**config.mk**
```make
export PLATFORM = sky130hd
export DESIGN_NAME = fetch_unit_flat
export DESIGN_NICKNAME = d
export VERILOG_FILES = /design/src/rtl/fetch_pkg.sv /design/src/rtl/fetch_unit_if.sv /design/src/rtl/exec_edge.sv /design/src/rtl/fetch_unit.sv /design/src/flat_wrapper.sv
export SDC_FILE = /design/constraint.sdc
export NUM_CORES = 1
export LEC_CHECK = 0
export ABC_AREA = 1
export ABC_CLOCK_PERIOD_IN_PS = 1950
export CAP_MARGIN = 40
export CORE_UTILIZATION = 40
export DETAILED_ROUTE_END_ITERATION = 10
export GPL_ROUTABILITY_DRIVEN = 0
export GPL_TIMING_DRIVEN = 0
export PLACE_DENSITY = 0.83
export SLEW_MARGIN = 10
export SYNTH_ARGS = -nofsm -noshare
export SYNTH_HDL_FRONTEND = slang
export SYNTH_SLANG_ARGS = --single-unit
```
**constraint.sdc**
```tcl
create_clock -name clock -period 1.95 [get_ports clock]
set_input_delay 0.195 -clock clock [delete_from_list [all_inputs] [get_ports clock]]
set_output_delay 0.195 -clock clock [all_outputs]
set_load 0.02 [all_outputs]
```
**src/rtl/fetch_pkg.sv**
```systemverilog
// Shared types and constants for the SIMPLE-core instruction fetch stage.
package fetch_pkg;

  localparam int ADDR_W_DEF = 16;
  localparam int DATA_W_DEF = 16;

  localparam logic [1:0] OP_HI   = 2'b11;
  localparam logic [3:0] OP3_HLT = 4'b1111;

  typedef enum logic [1:0] {
    HALT  = 2'd0,
    FETCH = 2'd1,
    ISSUE = 2'd2,
    DRAIN = 2'd3
  } fetch_state_e;

  function automatic logic is_hlt(input logic [15:0] word);
    return (word[15:14] == OP_HI) && (word[7:4] == OP3_HLT);
  endfunction

endpackage

```
**src/rtl/fetch_unit_if.sv**
```systemverilog
// Instruction-memory read bus and command handshake between fetch and ControlUnit.
interface fetch_unit_if
  import fetch_pkg::*;
#(
  parameter int ADDR_W = ADDR_W_DEF,
  parameter int DATA_W = DATA_W_DEF
);
  logic [ADDR_W-1:0] mem_addr;
  logic              mem_rd;
  logic [DATA_W-1:0] mem_rdata;
  logic              mem_ready;
  logic [DATA_W-1:0] command;
  logic              cmd_valid;
  logic              cmd_done;
  logic              pcl;
  logic [ADDR_W-1:0] pc_target;
  logic [ADDR_W-1:0] pc;

  modport master (
    output mem_addr, mem_rd, command, cmd_valid, pc,
    input  mem_rdata, mem_ready, cmd_done, pcl, pc_target
  );

  modport slave (
    input  mem_addr, mem_rd, command, cmd_valid, pc,
    output mem_rdata, mem_ready, cmd_done, pcl, pc_target
  );
endinterface

```
**src/rtl/exec_edge.sv**
```systemverilog
// Registers the EXEC button level and emits a one-cycle pulse on each rising edge.
module exec_edge (
  input  logic clock_i,
  input  logic reset_i,
  input  logic exec_i,
  output logic edge_o
);
  logic exec_q;

  // Previous EXEC level.
  always_ff @(posedge clock_i) begin
    if (reset_i) begin
      exec_q <= 1'b0;
    end else begin
      exec_q <= exec_i;
    end
  end

  assign edge_o = exec_i & ~exec_q;
endmodule

```
**src/rtl/fetch_unit.sv**
```systemverilog
// Instruction fetch stage: PC, memory read handshake, command issue and run/halt control.
// Optional one-entry prefetch buffer enabled with FETCH_PREFETCH_EN.
module fetch_unit
  import fetch_pkg::*;
#(
  parameter int                ADDR_W   = ADDR_W_DEF,
  parameter int                DATA_W   = DATA_W_DEF,
  parameter logic [ADDR_W-1:0] RESET_PC = {ADDR_W{1'b0}}
) (
  input  logic         clock,
  input  logic         RESET,
  input  logic         EXEC,
  fetch_unit_if.master bus,
  output logic         running
);
  localparam logic [ADDR_W-1:0] PC_ONE = {{(ADDR_W-1){1'b0}}, 1'b1};

  fetch_state_e      state_q, state_d;
  logic [ADDR_W-1:0] pc_q, pc_d;
  logic [ADDR_W-1:0] mem_addr_q, mem_addr_d;
  logic              mem_rd_q, mem_rd_d;
  logic [DATA_W-1:0] command_q, command_d;
  logic              cmd_valid_q, cmd_valid_d;
  logic              stop_q, stop_d;
  logic              running_q, running_d;
  logic              edge_s;
  logic              ready_s;
`ifdef FETCH_PREFETCH_EN
  logic [DATA_W-1:0] pf_data_q, pf_data_d;
  logic              pf_valid_q, pf_valid_d;
  logic              pf_hit_s;
  logic [DATA_W-1:0] pf_word_s;
  logic              pending_s;
`endif

  exec_edge u_exec_edge (
    .clock_i (clock),
    .reset_i (RESET),
    .exec_i  (EXEC),
    .edge_o  (edge_s)
  );

  // A stray mem_ready with no request in flight (e.g. after RESET) is ignored.
  assign ready_s = mem_rd_q & bus.mem_ready;
`ifdef FETCH_PREFETCH_EN
  assign pf_hit_s  = pf_valid_q | ready_s;
  assign pf_word_s = pf_valid_q ? pf_data_q : bus.mem_rdata;
  assign pending_s = mem_rd_q & ~bus.mem_ready;
`endif

  always_comb begin
    state_d   = state_q;
    pc_d      = pc_q;
    command_d = command_q;
    stop_d    = stop_q;
`ifdef FETCH_PREFETCH_EN
    pf_data_d  = pf_data_q;
    pf_valid_d = pf_valid_q;
`endif
    case (state_q)
      HALT: begin
        if (edge_s) state_d = FETCH;
        else        state_d = HALT;
      end
      FETCH: begin
        if (edge_s) stop_d = 1'b1;
        if (ready_s) begin
          command_d = bus.mem_rdata;
          pc_d      = pc_q + PC_ONE;
          state_d   = is_hlt(bus.mem_rdata) ? HALT : ISSUE;
        end else begin
          state_d = FETCH;
        end
      end
      ISSUE: begin
        if (edge_s) stop_d = 1'b1;
`ifdef FETCH_PREFETCH_EN
        if (bus.cmd_done) begin
          if (bus.pcl || stop_q || edge_s) begin
            if (bus.pcl) pc_d = bus.pc_target;
            pf_valid_d = 1'b0;
            // An unfinished read must complete before the bus can be reused.
            if (pending_s)            state_d = DRAIN;
            else if (stop_q || edge_s) state_d = HALT;
            else                       state_d = FETCH;
          end else if (pf_hit_s) begin
            command_d  = pf_word_s;
            pc_d       = pc_q + PC_ONE;
            pf_valid_d = 1'b0;
            state_d    = is_hlt(pf_word_s) ? HALT : ISSUE;
          end else begin
            state_d = FETCH;
          end
        end else begin
          if (ready_s) begin
            pf_data_d  = bus.mem_rdata;
            pf_valid_d = 1'b1;
          end
          state_d = ISSUE;
        end
`else
        if (bus.cmd_done) begin
          if (bus.pcl) pc_d = bus.pc_target;
          else         pc_d = pc_q;
          state_d = (stop_q || edge_s) ? HALT : FETCH;
        end else begin
          state_d = ISSUE;
        end
`endif
      end
`ifdef FETCH_PREFETCH_EN
      DRAIN: begin
        if (edge_s) stop_d = 1'b1;
        if (ready_s) state_d = (stop_q || edge_s) ? HALT : FETCH;
        else         state_d = DRAIN;
      end
`endif
      default: state_d = HALT;
    endcase

    if (state_d == HALT) stop_d = 1'b0;

    mem_rd_d    = (state_d == FETCH) || (state_d == DRAIN);
`ifdef FETCH_PREFETCH_EN
    mem_rd_d    = mem_rd_d || ((state_d == ISSUE) && !pf_valid_d);
`endif
    // While draining, the address of the abandoned read is held stable.
    mem_addr_d  = (state_d == DRAIN) ? mem_addr_q : pc_d;
    cmd_valid_d = (state_d == ISSUE);
    running_d   = (state_d != HALT);
  end

  // State and output registers.
  always_ff @(posedge clock) begin
    if (RESET) begin
      state_q     <= HALT;
      pc_q        <= RESET_PC;
      mem_addr_q  <= RESET_PC;
      mem_rd_q    <= 1'b0;
      command_q   <= {DATA_W{1'b0}};
      cmd_valid_q <= 1'b0;
      stop_q      <= 1'b0;
      running_q   <= 1'b0;
`ifdef FETCH_PREFETCH_EN
      pf_data_q   <= {DATA_W{1'b0}};
      pf_valid_q  <= 1'b0;
`endif
    end else begin
      state_q     <= state_d;
      pc_q        <= pc_d;
      mem_addr_q  <= mem_addr_d;
      mem_rd_q    <= mem_rd_d;
      command_q   <= command_d;
      cmd_valid_q <= cmd_valid_d;
      stop_q      <= stop_d;
      running_q   <= running_d;
`ifdef FETCH_PREFETCH_EN
      pf_data_q   <= pf_data_d;
      pf_valid_q  <= pf_valid_d;
`endif
    end
  end

  assign bus.mem_addr  = mem_addr_q;
  assign bus.mem_rd    = mem_rd_q;
  assign bus.command   = command_q;
  assign bus.cmd_valid = cmd_valid_q;
  assign bus.pc        = pc_q;
  assign running       = running_q;
endmodule

```
**src/flat_wrapper.sv**
```systemverilog
// flat-port wrapper written by rule: the top's interface ports become plain ports
module fetch_unit_flat import fetch_pkg::*;
#(
  parameter int                ADDR_W   = ADDR_W_DEF,
  parameter int                DATA_W   = DATA_W_DEF,
  parameter logic [ADDR_W-1:0] RESET_PC = {ADDR_W{1'b0}}
)
  (clock, RESET, EXEC, running, bus_mem_addr, bus_mem_rd, bus_command, bus_cmd_valid, bus_pc, bus_mem_rdata, bus_mem_ready, bus_cmd_done, bus_pcl, bus_pc_target);
  fetch_unit_if #(.ADDR_W(ADDR_W), .DATA_W(DATA_W)) bus_i ();
  input  logic clock;
  input  logic RESET;
  input  logic EXEC;
  output logic running;
  output wire logic [$bits(bus_i.mem_addr)-1:0] bus_mem_addr;
  output wire logic [$bits(bus_i.mem_rd)-1:0] bus_mem_rd;
  output wire logic [$bits(bus_i.command)-1:0] bus_command;
  output wire logic [$bits(bus_i.cmd_valid)-1:0] bus_cmd_valid;
  output wire logic [$bits(bus_i.pc)-1:0] bus_pc;
  input wire logic [$bits(bus_i.mem_rdata)-1:0] bus_mem_rdata;
  input wire logic [$bits(bus_i.mem_ready)-1:0] bus_mem_ready;
  input wire logic [$bits(bus_i.cmd_done)-1:0] bus_cmd_done;
  input wire logic [$bits(bus_i.pcl)-1:0] bus_pcl;
  input wire logic [$bits(bus_i.pc_target)-1:0] bus_pc_target;
  assign bus_mem_addr = bus_i.mem_addr;
  assign bus_mem_rd = bus_i.mem_rd;
  assign bus_command = bus_i.command;
  assign bus_cmd_valid = bus_i.cmd_valid;
  assign bus_pc = bus_i.pc;
  assign bus_i.mem_rdata = bus_mem_rdata;
  assign bus_i.mem_ready = bus_mem_ready;
  assign bus_i.cmd_done = bus_cmd_done;
  assign bus_i.pcl = bus_pcl;
  assign bus_i.pc_target = bus_pc_target;
  fetch_unit #(.ADDR_W(ADDR_W), .DATA_W(DATA_W), .RESET_PC(RESET_PC)) u_core (.clock(clock), .RESET(RESET), .EXEC(EXEC), .bus(bus_i), .running(running));
endmodule
```
* Yosys cells after proc, flatten, opt, wreduce, memory -nomap -nowiden
Index checks and enable logic that the tools add are counted.
Word-level totals: bits in registers 55, bits in latches 0, memory bits (writable) 0, bits in read-only memories 0, word-level logic and storage cells 40, memories kept 0
Operators by class: add/subtract/negate cells 1, multiply operators 0, divide/modulo/power cells 0, $lt $le $gt $ge 0, equal/unequal tests 7, shift operators 0, muxes and demuxes 10, bitwise gates (word level) 3, reduce and logical (&&, ||, !) cells 10
Operators with widths (count):
- $mux 16 | 3
- $pmux 16 s2 | 1
- $add 16x1->16 const B | 1
- $eq 2x2->1 const B | 4
- $mux 2 | 3
- $pmux 2 s3 | 1
- $eq 2x1->1 const B | 2
- $eq 4x4->1 const B | 1
- $logic_not 2->1 | 2
- $reduce_and 2->1 | 2
- $reduce_or 2->1 | 2
- $and 1x1->1 | 2
- $logic_or 1x1->1 | 2
- $mux 1 | 2
- $reduce_bool 2->1 | 1
- $logic_and 1x1->1 | 1
- $not 1->1 | 1

* Logic depth before layout (Yosys ltp)
Gate-level depths: netlist of the first run.
depth after elaboration 8, mapped depth 12, depth with buffers taken out 11

* Modules after synthesis
A second synthesis of the first run with hierarchy kept.
Second synthesis, totals: cells, all modules 392, area total of the unflattened synthesis 2660.1 µm²
Modules (own cells, without submodules):
- fetch_unit | instances 1, cells each 388, area each 2628.8 µm², sequential area each 1081.0 µm²
- exec_edge | instances 1, cells each 4, area each 31.3 µm², sequential area each 20.0 µm²

* Worst setup path before layout of the first run
OpenSTA, ideal clock, no wires.
kind register to register, start point register u_core.pc_q[1] (netlist: u_core.bus.pc[1]), end point register u_core.mem_addr_q[10] (netlist: u_core.bus.mem_addr[10]), setup time 0.109 ns, arrival 1.486 ns, required time 1.841 ns, slack 0.356 ns, stages on the path, launching flop included 11, path buffers 0, period minus slack after synthesis 1.594 ns, path through dfxtp_1 -> ha_1 -> nand2_1 -> nor2_1 -> nand2_1 -> nor2_2 -> o21ai_1 -> a21boi_1 -> nand2_1 -> nand2_1 -> inv_1
Between the ends: longest elaborated chain between the ends 3
Ends and longest elaborated chain:
- start: declaration | RTL line fetch_unit.sv:19 | logic [ADDR_W-1:0] pc_q, pc_d;
- start signal: assignment | RTL line fetch_unit.sv:150 | pc_q <= pc_d;
- $add 16x1->16 | RTL line fetch_unit.sv:69 | pc_d = pc_q + PC_ONE;
- $mux 16 | RTL line fetch_unit.sv:67 | if (ready_s) begin
- $pmux 16 s2 | RTL line fetch_unit.sv:60 | case (state_q)
- end signal: assignment | RTL line fetch_unit.sv:151 | mem_addr_q <= mem_addr_d;
- end: declaration | RTL line fetch_unit.sv:20 | logic [ADDR_W-1:0] mem_addr_q, mem_addr_d;
No other way between the ends. A chain may end at the register's enable or synchronous reset.

* Final worst setup path of the first run
start point register u_core.state_q[1], end point register u_core.mem_addr_q[11] (netlist: u_core.bus.mem_addr[11])
Between the ends: longest elaborated chain between the ends 3
Ends and longest elaborated chain:
- start: declaration | RTL line fetch_unit.sv:18 | fetch_state_e state_q, state_d;
- start signal: assignment | RTL line fetch_unit.sv:149 | state_q <= state_d;
- $eq 2x2->1, or another cell as far along | RTL line fetch_unit.sv:60
- $pmux 2 s3 | RTL line fetch_unit.sv:60
- $eq 2x2->1 | RTL line fetch_unit.sv:128 | mem_addr_d = (state_d == DRAIN) ? mem_addr_q : pc_d;
Parallel ways exist; a longest one is shown, timed or not.

==> results of run 1 <==
==> cell usage in the layout (no fill, tap or decap), types with 4 or more instances in the layout <==
cell and n:
nand4_1 8, ha_1 5, a32oi_1 4, nand2_1 72
o21ai_1 18, nand3_1 15, a21oi_1 19, clkbuf_8 5
clkbuf_1 5, nor2_2 6, buf_4 5, inv_1 26
clkdlybuf4s50_1 88, inv_2 6, o21ai_0 29, nor2_1 81
dfxtp_1 54, nor2_4 4
==> cell usage after synthesis, drive strengths merged <==
library cell   n
a31oi          2
o31ai          1
a21oi         20
buf            9
nand3         16
dfxtp         55
and2           2
a21boi         1
nand2         76
o211ai         1
nor2          91
nand4          8
nor3           1
o21ai         50
a32oi          4
a21o           1
inv           34
clkbuf         5
ha             5
nand3b         1
==> timing repair <==
| item | in CTS | in global routing |
|---|---|---|
| gates resized for setup | 0 | 4 |
| setup endpoints to repair | 0 | 6 |
| hold buffers | 0 | 0 |
| buffers inserted | 0 | 3 |
==> registers in the layout (all words and copies together) (netlist names) <==
| name | flops |
|---|---|
| u_core.bus.cmd_valid | 1 |
| u_core.bus.command | 16 |
| u_core.bus.mem_addr | 16 |
| u_core.bus.mem_rd | 1 |
| u_core.bus.pc | 16 |
| u_core.running | 1 |
| u_core.state_q | 2 |
| u_core.stop_q | 1 |
| u_core.u_exec_edge.exec_q | 1 |
==> logic make-up (layout without fill, tap and decap cells) <==
logic type | after synthesis | in the layout | synth area share
AND/OR/NAND/NOR | 195 | 195 | 0.3169
AO/OA/AOI/OAI | 80 | 80 | 0.1662
flip-flops | 55 | 55 | 0.4120
buffers and inverters | 48 | 147 | 0.08146
adder cells (fa/ha/maj) | 5 | 5 | 0.02341
==> how the worst min path moves through the flow <==
stage / end / slack (ns) / cells past startpoint
6_report: u_core.u_exec_edge.exec_q / 0.42 / 3
5_1_grt: u_core.u_exec_edge.exec_q / 0.46 / 3
4_1_cts: u_core.u_exec_edge.exec_q / 0.43 / 3
3_5_place_dp: u_core.stop_q / 0.45 / 2
3_3_place_gp: u_core.stop_q / 0.45 / 2
2_1_floorplan: u_core.state_q[0] / 0.28 / 1
==> final cells by class <==
cell class	count	area (um2)	area share
clock buffer	5	68.82	0.01802
clock inverter	3	67.56	0.01769
inverter	34	133.9	0.03505
buffer	14	90.09	0.02358
multi-input combinational	280	1358	0.3554
tap	77	96.34	0.02522
sequential	55	1102	0.2886
timing repair buffer	91	903.4	0.2365
==> power groups by stage <==
| stage | Clock, uW | Combinational (uW) | Sequential (uW) |
|---|---|---|---|
| 6_report | 908 | 426 | 1190 |
| 5_1_grt | 955 | 464 | 1190 |
| 4_1_cts | 899 | 406 | 1190 |
| 3_5_place_dp | 0 | 402 | 1210 |
| 3_3_place_gp | 0 | 397 | 1210 |
| 2_1_floorplan | 0 | 170 | 1250 |
==> worst register-to-register path: cells and delay by family (launching register included) <==
kind / cells / cell delay (ns)
flops: 1 / 0.35
compound gates: 1 / 0.21
fa+ha+maj: 1 / 0.18
buf+inv: 5 / 0.49
simple gates: 5 / 0.46
==> stage by stage <==
step | instances | hold WS (ns)
finish | 559 | 0.4220
global route | 559 | 0.4551
CTS | 556 | 0.4323
detailed placement | 548 | 0.4536
global placement | 548 | 0.4456
floorplan | 383 | 0.2793
==> metal layers <==
layer	up-vias	GRT usage
met5	-	0
met4	0	0.08937
met3	11	0.04352
met2	131	0.3821
met1	1317	0.2972
li1	1444	-
==> metrics.txt, run 1 <==
Root Buffer=clkbuf_8; slowest library cell on the worst path=dfxtp_2; Worst Skew=0.009601 ns; crit path to=u_core.bus.mem_addr[11]; routed vias=2903; I/O Pins=89; Fmax=556.3 MHz; CP peak stage delay=0.35 ns; final WL=7.895 mm; Longest Clk Path Bufs=2; #FFs+latches synth=55; vias in the first global route=2812; Critical Path Start Type=register; FF-to-FF path depth=12; first-pass GRT wire length=13.06 mm; Clock transition at path regs=0.10 ns; Final Power=2520 uW; CTS HTree Levels=2; Rel. slew slack=0.6206; Sw Ratio=0.2583; Seq pwr share=0.471; mean post-synth cell area=6.978 um2; crit-path leading delay family=buffers and inverters; reg-to-reg critical path startpoint=u_core.state_q[1]; DR WL/cell=14.12 um; P_sw=651.1 uW; Distinct cells, synth=32; hold_sp=EXEC; Synth Instances=383; chip height=83.74 um; Comb pwr share=0.169; max-cap violations=0; Pre-antenna DRT Iters=5; CTS Buf Count=5; worst path cell trace=inv_1, ha_1, buf_6, nand2_2, nand2_1, o21ai_2, inv_2, nand2_4, buf_6, nand3_1, nand2_1, inv_1; Reg2Reg Setup Slack=0.15 ns; fin util=0.5982; cell taking the most area after synthesis=dfxtp_1; critical path class=register to register; largest net degree at the start of global routing=18; Min-Delay Path Class=input port to register; Yosys warning total=0; sequential fraction of the synthesis area=0.4120; Skew-Pair Late Insertion Delay=0.32 ns; Slew Viols, Final=0; ANT nets after route=0; cell-internal power=1869 uW; PwrDens=659.8 nW/um2; Die ar.=7012 um2; Slew @ Worst Pin=0.5691 ns; Tcrit/Tclk final=0.9219; Core Area=6386 um2; status=finished, final reports clean; share of cells above drive strength 1=0.1017; Post-Route M1 WL=3.341 mm; min cycle time layout=1.798 ns; clock share of power=0.360; setup ws final=0.1523 ns; initial core utilization=0.4185; pre-CTS setup slack=0.05327 ns; highest routed metal layer=met4; Yosys top cell area share=0.4120; Layout fillers=566; residual DRC count=0; WP data arrival=2.02 ns; peak supply drop=0.4547 mV; Final Hold Fails=0; Setup crit end kind=register; FP Rows=29; fin area=3820 um2; setup TNS=0 ns; crit path from=u_core.state_q[1]; post-placement cell area=3650 um2; initial antenna violation count=0; total track usage=0.2310; Reg2Reg Capture Point=u_core.bus.mem_addr[11]; DPL Wire Length=5.770 mm; mapped cell area=2673 um2; clock tree from TritonCTS=yes; LEAKAGE=0.001596 uW; Layout area overhead=42.93%; via/cell ratio=5.193; Req. time, crit path=2.17 ns; Die X=83.74 um; critical path fanouts, max=10; largest cells by area after synthesis=dfxtp_1, nor2_1, nand2_1; ant diodes=0; Final Setup Violations=0; critical path depth=12; final net count=524; syn nets=426; grt ovf=0; Sink Count=55; met3 WL=599 um; # port buffers=88; RSZ-0062 raised after global routing=no; CP bufs+invs=5; DR WL met2=3.794 mm; DR iter-0 viols=253
(Power assumes the default switching activity.)
==> run 2, diff against run 1 <==
--- a/config.mk
+++ b/config.mk
@@ -12,6 +12,7 @@
 export DETAILED_ROUTE_END_ITERATION = 10
 export GPL_ROUTABILITY_DRIVEN = 0
 export GPL_TIMING_DRIVEN = 0
+export HOLD_SLACK_MARGIN = 0.06
 export PLACE_DENSITY = 0.83
 export SLEW_MARGIN = 10
 export SYNTH_ARGS = -nofsm -noshare
==> results of run 2 <==
Final layout, timing and power as in run 1 (identical DEF).
